[config.mk]
export PLATFORM = sky130hd
export DESIGN_NAME = uc_bcast_queue
export DESIGN_NICKNAME = d
export VERILOG_FILES = /design/src/rtl/uc_bcast_queue.sv
export SDC_FILE = /design/constraint.sdc
export NUM_CORES = 1
export LEC_CHECK = 0
export CORE_MARGIN = 2
export CORE_UTILIZATION = 55
export DETAILED_ROUTE_END_ITERATION = 8
export GPL_ROUTABILITY_DRIVEN = 0
export HOLD_SLACK_MARGIN = 0.03
export PLACE_DENSITY = 0.79
export SYNTH_ARGS = -nofsm -noshare
export SYNTH_HDL_FRONTEND = slang
export SYNTH_SLANG_ARGS = --single-unit
[constraint.sdc]
create_clock -name clk -period 3.8 [get_ports clk]
set_input_delay 0.76 -clock clk [delete_from_list [all_inputs] [get_ports clk]]
set_output_delay 0.76 -clock clk [all_outputs]
set_load 0.01 [all_outputs]
[src/rtl/uc_bcast_queue.sv]
// Broadcast queue: every pushed literal is delivered once to each of NUM_CONS
// consumers; a slot is reclaimed only after all consumers have popped it.
module uc_bcast_queue #(
   parameter int unsigned LIT_W    = 16,
   parameter int unsigned DEPTH    = 16,
   parameter int unsigned NUM_CONS = 4,
   parameter int unsigned AW       = $clog2(DEPTH)
) (
   input  logic                      clk,
   input  logic                      rst,
   input  logic                      flush,
   input  logic                      push,
   input  logic [LIT_W-1:0]          push_lit,
   output logic                      full,
   output logic                      empty,
   output logic [AW:0]               count,
   output logic                      overflow,
   output logic [NUM_CONS-1:0]       cons_valid,
   input  logic [NUM_CONS-1:0]       cons_ready,
   output logic [NUM_CONS*LIT_W-1:0] cons_lit
);

   localparam int unsigned PW = AW + 1;

   logic [LIT_W-1:0]    mem_q  [DEPTH];
   logic [LIT_W-1:0]    mem_d  [DEPTH];
   logic [NUM_CONS-1:0] pend_q [DEPTH];
   logic [NUM_CONS-1:0] pend_d [DEPTH];
   logic [AW:0]         wr_ptr_q, wr_ptr_d;
   logic [AW:0]         tail_ptr_q, tail_ptr_d;
   logic [AW:0]         rd_ptr_q [NUM_CONS];
   logic [AW:0]         rd_ptr_d [NUM_CONS];
   logic                overflow_q, overflow_d;

   assign count    = wr_ptr_q - tail_ptr_q;
   assign full     = (count == PW'(DEPTH));
   assign empty    = (count == '0);
   assign overflow = overflow_q;

   // Per-consumer head: valid while the consumer lags the writer.
   always_comb begin
      cons_valid = '0;
      cons_lit   = '0;
      for (int i = 0; i < NUM_CONS; i++) begin
         cons_valid[i]              = (rd_ptr_q[i] != wr_ptr_q);
         cons_lit[i*LIT_W +: LIT_W] = mem_q[rd_ptr_q[i][AW-1:0]];
      end
   end

   // Next state: flush overrides push, pops and reclaim in the same cycle.
   always_comb begin
      mem_d      = mem_q;
      pend_d     = pend_q;
      wr_ptr_d   = wr_ptr_q;
      tail_ptr_d = tail_ptr_q;
      rd_ptr_d   = rd_ptr_q;
      overflow_d = overflow_q;
      if (flush) begin
         wr_ptr_d   = '0;
         tail_ptr_d = '0;
         for (int i = 0; i < NUM_CONS; i++) rd_ptr_d[i] = '0;
         for (int s = 0; s < DEPTH; s++) pend_d[s] = '0;
      end else begin
         if (push && full) overflow_d = 1'b1;
         // Reclaim looks at registered pend, so a final pop frees its slot one edge later.
         if ((tail_ptr_q != wr_ptr_q) && (pend_q[tail_ptr_q[AW-1:0]] == '0))
            tail_ptr_d = tail_ptr_q + PW'(1);
         for (int i = 0; i < NUM_CONS; i++) begin
            if (cons_valid[i] && cons_ready[i]) begin
               pend_d[rd_ptr_q[i][AW-1:0]][i] = 1'b0;
               rd_ptr_d[i]                     = rd_ptr_q[i] + PW'(1);
            end
         end
         if (push && !full) begin
            mem_d[wr_ptr_q[AW-1:0]]  = push_lit;
            pend_d[wr_ptr_q[AW-1:0]] = '1;
            wr_ptr_d                 = wr_ptr_q + PW'(1);
         end
      end
   end

   always_ff @(posedge clk or posedge rst) begin
      if (rst) begin
         wr_ptr_q   <= '0;
         tail_ptr_q <= '0;
         overflow_q <= 1'b0;
         for (int i = 0; i < NUM_CONS; i++) rd_ptr_q[i] <= '0;
         for (int s = 0; s < DEPTH; s++) pend_q[s] <= '0;
      end else begin
         wr_ptr_q   <= wr_ptr_d;
         tail_ptr_q <= tail_ptr_d;
         overflow_q <= overflow_d;
         rd_ptr_q   <= rd_ptr_d;
         pend_q     <= pend_d;
      end
   end

   // Literal storage carries no reset; stale contents are masked by cons_valid.
   always_ff @(posedge clk) begin
      mem_q <= mem_d;
   end

endmodule

==> metrics.txt, run 1 <==
run status finished, final reports clean; overall power after layout 14.6 mW; startpoint type of the worst setup path flip-flop; max-slew headroom at the worst pin 15.3%; multi-input logic area roughly 0.01 sq mm; latest clock arrival within the worst-skew pair around 0.55 ns; hold path start overflow$_DFFE_PP0P_; area of the placeable core around 0.037 sq mm; proportion of layout cells with a drive suffix above 1 a little over 40%; via count of the first global-routing pass 13800; clock transition time at the flip-flop clock pins of the worst setup and hold paths about 0.06 ns; clk root buf sky130_fd_sc_hd__clkbuf_16; total congestion overflow after global routing 0; effective utilization at floorplan roughly 56%; largest net degree at the start of global routing 67; worst path required time approximately 3 ns; Pre-Repair DR Iteration Count 6; synth cell count leaders 320 x sky130_fd_sc_hd__mux4_2, 256 x sky130_fd_sc_hd__edfxtp_1, 95 x sky130_fd_sc_hd__dfrtp_1, 83 x sky130_fd_sc_hd__clkbuf_1, 50 x sky130_fd_sc_hd__nand3_1; htree depth 2; proportion of netlist area held by the largest area contributor approximately 38%; count of port buffers added during placement 99; minimum setup slack among reg-to-reg paths about 0.10 ns; cell depth of the worst hold path 1; antenna diode count 0; crit end category output pin; worst-case vdd ir drop between 0.3 and 0.4 mV; number of warnings issued by yosys 0; area delta synth->final 17.0%; number of violations reported at the end of detailed-routing iteration 0 1597; length in cells of the worst reg-to-reg path 12; Antenna Nets Post-Route 0; post-DR wirelength/cell ~34 um; final setup violation count 0; final WL just over 60 mm; clock tree from TritonCTS built; Final min period 3.78 ns; leakage power about 7.7 nW; net count of the finished layout about 1300; Fin Clk Skew between 0.03 and 0.04 ns; WS Path Type flip-flop to output pin; GRT Total Usage between 30% and 40%; Die W between 150 and 200 um; total area of sequential cells 0.0101 sq mm; P_sw 4.73 mW; final HPWL from detailed placement 36.7 mm; post-synthesis average cell area 17.4 sq um; number of remaining DRC errors 0; max-cap check violation count 0; Clock Path Buffers 3; number of antenna violations at the first check in global routing 1; part of the cycle the worst path needs 99.5%; Power Dens Cells roughly 610 mW/mm^2; number of fill cells in the layout around 2400; sequential share of power a little under a third; worst r2r src wr_ptr_q[0]$_DFFE_PP0P_; hold violation count in the final report 0; total of hold buffers inserted after clock tree synthesis 0; Final Max Slew Viols 0; Post-Syn Instances between 1000 and 1500; class of the worst hold path flip-flop to flip-flop; final setup slack of the worst path between 0.015 and 0.02 ns; Hold Path Sink overflow$_DFFE_PP0P_; global-route wire length before repair roughly 90 mm; floorplan die area roughly 0.039 sq mm; total standard cell area after synthesis just over 0.02 sq mm; maximum fanout count along the critical path 26; sequential share of the synthesized area 49.1%; number of flops mapped to enable cells by yosys 256; total number of vias 13600; ranking of synthesized cells by area sky130_fd_sc_hd__edfxtp_1 38%, sky130_fd_sc_hd__mux4_2 35%, sky130_fd_sc_hd__dfrtp_1 12%, sky130_fd_sc_hd__a31o_1 1.9%, sky130_fd_sc_hd__ha_1 1.5%; top-count cell post-synth sky130_fd_sc_hd__mux4_2; Synthesized Nets approximately 1200; I/O Pins 100; Internal Dissipation slightly below 10 mW; Sw Share 32.5%; CTS sink cnt about 350; Cell variety after synth 49; clock network power share ~24%; Critical R2R Capture mem_q[151]$_DFFE_PP_; Vert. Die Dim between 150 and 200 um; total number of placement rows 70; Peak Freq around 260 MHz; dpl ws approximately 0.17 ns; total CTS buffers 38; Async S/R FF share, synth a little over a quarter; area leader, netlist sky130_fd_sc_hd__edfxtp_1; slew at the pin closest to its max-slew limit 1.27 ns; flop and latch count out of synthesis approximately 350; arrival time of the worst setup path roughly 3 ns; commonest register cell after synthesis sky130_fd_sc_hd__edfxtp_1; via count normalized by instance count between 7 and 8; combinational cell fraction of total power ~45%
==> cells by family after synthesis <==
group,after synthesis,share of synthesized area [%]
buffers and inverters,136,2.64
AND/OR/NAND/NOR,192,5.27
flip-flops,351,49.1
multiplexers,325,35.4
XOR/XNOR,39,1.67
adder cells (fa/ha/maj),26,1.62
AO/OA/AOI/OAI,106,4.23
==> critical path, cell delays in order, from the launching register on <==
cell and delay, ns:
sky130_fd_sc_hd__dfrtp_4 0.55, sky130_fd_sc_hd__buf_12 0.26, sky130_fd_sc_hd__mux4_2 0.57, sky130_fd_sc_hd__mux4_2 0.55, sky130_fd_sc_hd__clkdlybuf4s50_1 0.51
==> cell type report <==
| cell class | instances | area share [%] |
|---|---|---|
| clock buffer | 43 | 4.14 |
| clock inverter | 27 | 0.815 |
| inverter | 23 | 0.371 |
| multi-input combinational | 688 | 41.8 |
| sequential | 351 | 42.1 |
| tap | 468 | 2.44 |
| timing repair buffer | 185 | 8.32 |
==> power by group through the flow <==
stage / sequential (mW) / clock (mW) / combinational [mW]
after floorplan: 4.39 / 0 / 4.21
after global placement: 4.68 / 0 / 6.10
after detailed placement: 4.68 / 0 / 6.14
after CTS: 4.50 / 3.56 / 6.47
after global routing: 4.50 / 3.71 / 6.85
final: 4.49 / 3.54 / 6.53
==> flip-flops by register name (all words and copies together), names as in the netlist <==
register	count
overflow	1
wr_ptr_q	5
rd_ptr_q	20
pend_q	64
mem_q	256
tail_ptr_q	5
==> timing repair <==
item,in CTS,in global routing
setup buffers,10,10
endpoints found under the setup margin,28,30
cloned,1,0
pin swaps,1,3
gates resized for setup,5,5
==> layer usage <==
metal	vias to the layer above	global-route usage (%)	share of wire [%]
li1	5262	-	-
met1	7014	43.4	34
met2	1117	51.2	48
met3	221	8.78	13
met4	2	12.3	4.7
met5	-	0	0.023
==> how the worst max path moves through the flow <==
stage | start | to | slack [ns] | cells after the start
2_1_floorplan | wr_ptr_q[0]$_DFFE_PP0P_ | mem_q[0]$_DFFE_PP_ | -0.10 | 9
3_3_place_gp | wr_ptr_q[0]$_DFFE_PP0P_ | mem_q[155]$_DFFE_PP_ | 0.27 | 11
3_5_place_dp | wr_ptr_q[0]$_DFFE_PP0P_ | mem_q[124]$_DFFE_PP_ | 0.17 | 11
4_1_cts | rd_ptr_q[5]$_DFFE_PP0P_ | cons_lit[43] | 0.02 | 4
5_1_grt | rd_ptr_q[5]$_DFFE_PP0P_ | cons_lit[35] | -0.03 | 4
6_report | rd_ptr_q[5]$_DFFE_PP0P_ | cons_lit[35] | 0.02 | 4
==> layout by cell type (no fill, tap or decap), drive strengths merged, types with 14 or more instances in the layout <==
cell	netlist	layout
dfrtp	95	95
ha	25	25
clkinv	0	20
clkbuf	83	44
a31o	67	67
nor3b	16	16
inv	23	23
mux4	320	320
edfxtp	256	256
xnor2	18	18
clkdlybuf4s50	0	97
buf	30	86
nand3	50	50
nor2	45	45
nand2	14	14
nand4	28	28
xor2	21	21
==> metrics by stage <==
stage | std cells | setup TNS, ns | hold WS (ns) | instance area (sq um) | utilization, %
3_3_place_gp | 1694 | 0 | 0.473 | 22500 | 61.5
4_1_cts | 1775 | 0 | 0.484 | 23900 | 65.1
2_1_floorplan | 1175 | -6.60 | 0.472 | 20500 | -
6_report | 1785 | 0 | 0.480 | 24000 | 65.4
5_1_grt | 1785 | -0.0332 | 0.517 | 24000 | 65.4
3_5_place_dp | 1694 | 0 | 0.462 | 22500 | 61.5
Note: power is estimated with default switching activity, not from simulation.
==> inputs of run 2 (changes only) <==
--- a/config.mk
+++ b/config.mk
@@ -9,6 +9,7 @@
 export CORE_UTILIZATION = 55
 export DETAILED_ROUTE_END_ITERATION = 8
 export GPL_ROUTABILITY_DRIVEN = 0
+export GPL_TIMING_DRIVEN = 0
 export HOLD_SLACK_MARGIN = 0.03
 export PLACE_DENSITY = 0.79
 export SYNTH_ARGS = -nofsm -noshare
==> metrics.txt, run 2 (same netlist as run 1, synthesis figures left out) <==
arrival time of the worst setup path 3.11 ns (+0.09 ns); critical path launch point rd_ptr_q[8]$_DFFE_PP0P_; Largest register FFs 256 (unchanged); run status finished with violations; area delta synth->final 18.8%; post-DR wirelength/cell 37.6 um (+9.1%); total number of placement rows 70 (unchanged); area of the placeable core 0.0366 sq mm (unchanged); clock transition time at the flip-flop clock pins of the worst setup and hold paths 0.07 ns (about the same); maximum fanout count along the critical path 10 (-62%); Clock Path Buffers 3 (unchanged); failing checks setup timing; via count normalized by instance count 7.95 (+4.3%); max-cap check violation count 0 (unchanged); length in cells of the worst reg-to-reg path 11 (-1); minimum setup slack among reg-to-reg paths 0.18 ns (+0.08 ns); clk root buf sky130_fd_sc_hd__clkbuf_16; final setup slack of the worst path -0.0724 ns (-0.0895 ns); htree depth 2 (unchanged); proportion of layout cells with a drive suffix above 1 39.9% (-0.33 points); startpoint type of the worst setup path flip-flop; Antenna Nets Post-Route 0 (unchanged); count of port buffers added during placement 98 (-1.0%); most frequent cells in the layout 320 x sky130_fd_sc_hd__mux4_2, 256 x sky130_fd_sc_hd__edfxtp_1, 94 x sky130_fd_sc_hd__clkdlybuf4s50_1, 85 x sky130_fd_sc_hd__dfrtp_1, 50 x sky130_fd_sc_hd__nand3_1; Peak Freq 258 MHz (-2.3%); worst-case vdd ir drop 0.384 mV (-0.28%); global-route wire length before repair 99.7 mm (+10%); effective utilization at floorplan 56.0% (unchanged); CTS sink cnt 351 (unchanged); total CTS buffers 39 (+2.6%); Largest regs mem_q x256, pend_q x64, rd_ptr_q x20; final HPWL from detailed placement 46.3 mm (+26%); max-slew headroom at the worst pin 24.3% (+9.0 points); fin cells 1839 (+3.0%); final setup violation count 5 (+5); register ranked first by flip-flop count mem_q; worst path required time 3.04 ns (about the same); number of antenna violations at the first check in global routing 3 (+2); class of the worst hold path flip-flop to flip-flop; total of hold buffers inserted after clock tree synthesis 0 (unchanged); latest clock arrival within the worst-skew pair 0.53 ns (-0.02 ns); most common cell after layout, fill and taps aside sky130_fd_sc_hd__mux4_2; GRT Total Usage 36.5% (+4.2 points); largest net degree at the start of global routing 61 (-9.0%); Fin Clk Skew 0.0161 ns (-0.0192 ns); I/O Pins 100 (unchanged); Die W 197 um (unchanged); number of remaining DRC errors 0 (unchanged); via count of the first global-routing pass 14700 (+6.7%); WS Path Type flip-flop to output pin; net count of the finished layout 1388 (+3.8%); Power Dens Cells 630 mW/mm^2 (+3.6%); dpl ws -0.530 ns (-0.698 ns); Critical R2R Capture mem_q[137]$_DFFE_PP_; Pre-Repair DR Iteration Count 6 (unchanged); total congestion overflow after global routing 0 (unchanged); leakage power 7.97 nW (+3.3%); crit end category output pin; Vert. Die Dim 197 um (unchanged); number of violations reported at the end of detailed-routing iteration 0 2550 (+60%); slew at the pin closest to its max-slew limit 1.13 ns (-0.135 ns); Setup crit end cons_lit[46]; Final Max Slew Viols 0 (unchanged); final WL 69.2 mm (+12%); clock tree from TritonCTS built; hold violation count in the final report 0 (unchanged); floorplan die area 0.0388 sq mm (unchanged); total instance count after detailed placement 1764 (+4.1%); number of fill cells in the layout 2359 (-1.5%); part of the cycle the worst path needs 102% (+2.4 points); total number of vias 14600 (+7.4%); Final min period 3.87 ns (+0.0895 ns); worst r2r src tail_ptr_q[1]$_DFFE_PP0P_
run 2: cell types whose count changed in the layout (fill, tap and decap cells not counted), sizes merged:
cell,delta
clkbuf,+77
buf,-18
clkinv,-9
clkinvlp,-4
clkdlybuf4s50,-3
diode,+3
dlymetal6s2s,+3
bufinv,+2
clkdlybuf4s15,+2
inv,+1
run 2: per-stage QoR:
step / TNS, ns / util (%) / cell area (sq um) / hold slack (ns) / power (mW)
floorplan: -6.60 / - / 20500 / 0.472 / 8.60
global placement: -505.67 / 60.2 / 22100 / 0.457 / 10.9
detailed placement: -28.63 / 61.7 / 22600 / 0.464 / 11.0
CTS: 0 / 66.2 / 24300 / 0.492 / 15.1
global route: -0.00934 / 66.5 / 24300 / 0.508 / 15.7
finish: -0.154 / 66.5 / 24300 / 0.490 / 15.3
run 2: repair_timing:
item / CTS / global route
cloned: 0 / 0
buffers inserted: 5 / 5
resized for setup: 155 / 38
setup endpoints to repair: 177 / 52
pin swaps: 1 / 1
run 2: final cells by class:
cell class	count	area, sq um	area share, %
Multi-Input combinational cell	688	9990	41.0
Inverter	23	88.8	0.365
Timing Repair Buffer	131	1510	6.19
Clock buffer	54	1090	4.50
Buffer	104	832	3.42
Sequential cell	351	10100	41.4
Tap cell	468	586	2.41
Antenna cell	3	7.51	0.0308
Clock inverter	17	165	0.678
run 2: how the worst min path moves through the flow:
stage	from	endpoint	slack [ns]	cells past startpoint
after detailed placement	overflow$_DFFE_PP0P_	overflow$_DFFE_PP0P_	0.46	1
final	overflow$_DFFE_PP0P_	overflow$_DFFE_PP0P_	0.49	1
after global routing	overflow$_DFFE_PP0P_	overflow$_DFFE_PP0P_	0.51	1
after floorplan	pend_q[24]$_DFF_PP0_	pend_q[24]$_DFF_PP0_	0.47	1
after CTS	overflow$_DFFE_PP0P_	overflow$_DFFE_PP0P_	0.49	1
after global placement	overflow$_DFFE_PP0P_	overflow$_DFFE_PP0P_	0.46	1
run 2: metal layers:
layer  wire length (um)  global-route usage, %
met5                  0                      0
met4               4230                   18.9
met3              11000                   10.7
met2              31300                   54.9
met1              22700                   49.0
run 2: power by group:
group | leakage, nW | total, mW | switching, mW | internal (mW)
logic | 3.75 | 7.13 | 3.49 | 3.64
registers | 3.60 | 4.40 | 0.152 | 4.25
clock network | 0.616 | 3.81 | 1.58 | 2.22
run 2: critical path, stage by stage (launching register included):
cell and delay, ns:
sky130_fd_sc_hd__dfrtp_1 0.32, sky130_fd_sc_hd__clkbuf_1 0.39, sky130_fd_sc_hd__clkbuf_1 0.84, sky130_fd_sc_hd__mux4_2 0.47, sky130_fd_sc_hd__clkdlybuf4s50_1 0.56
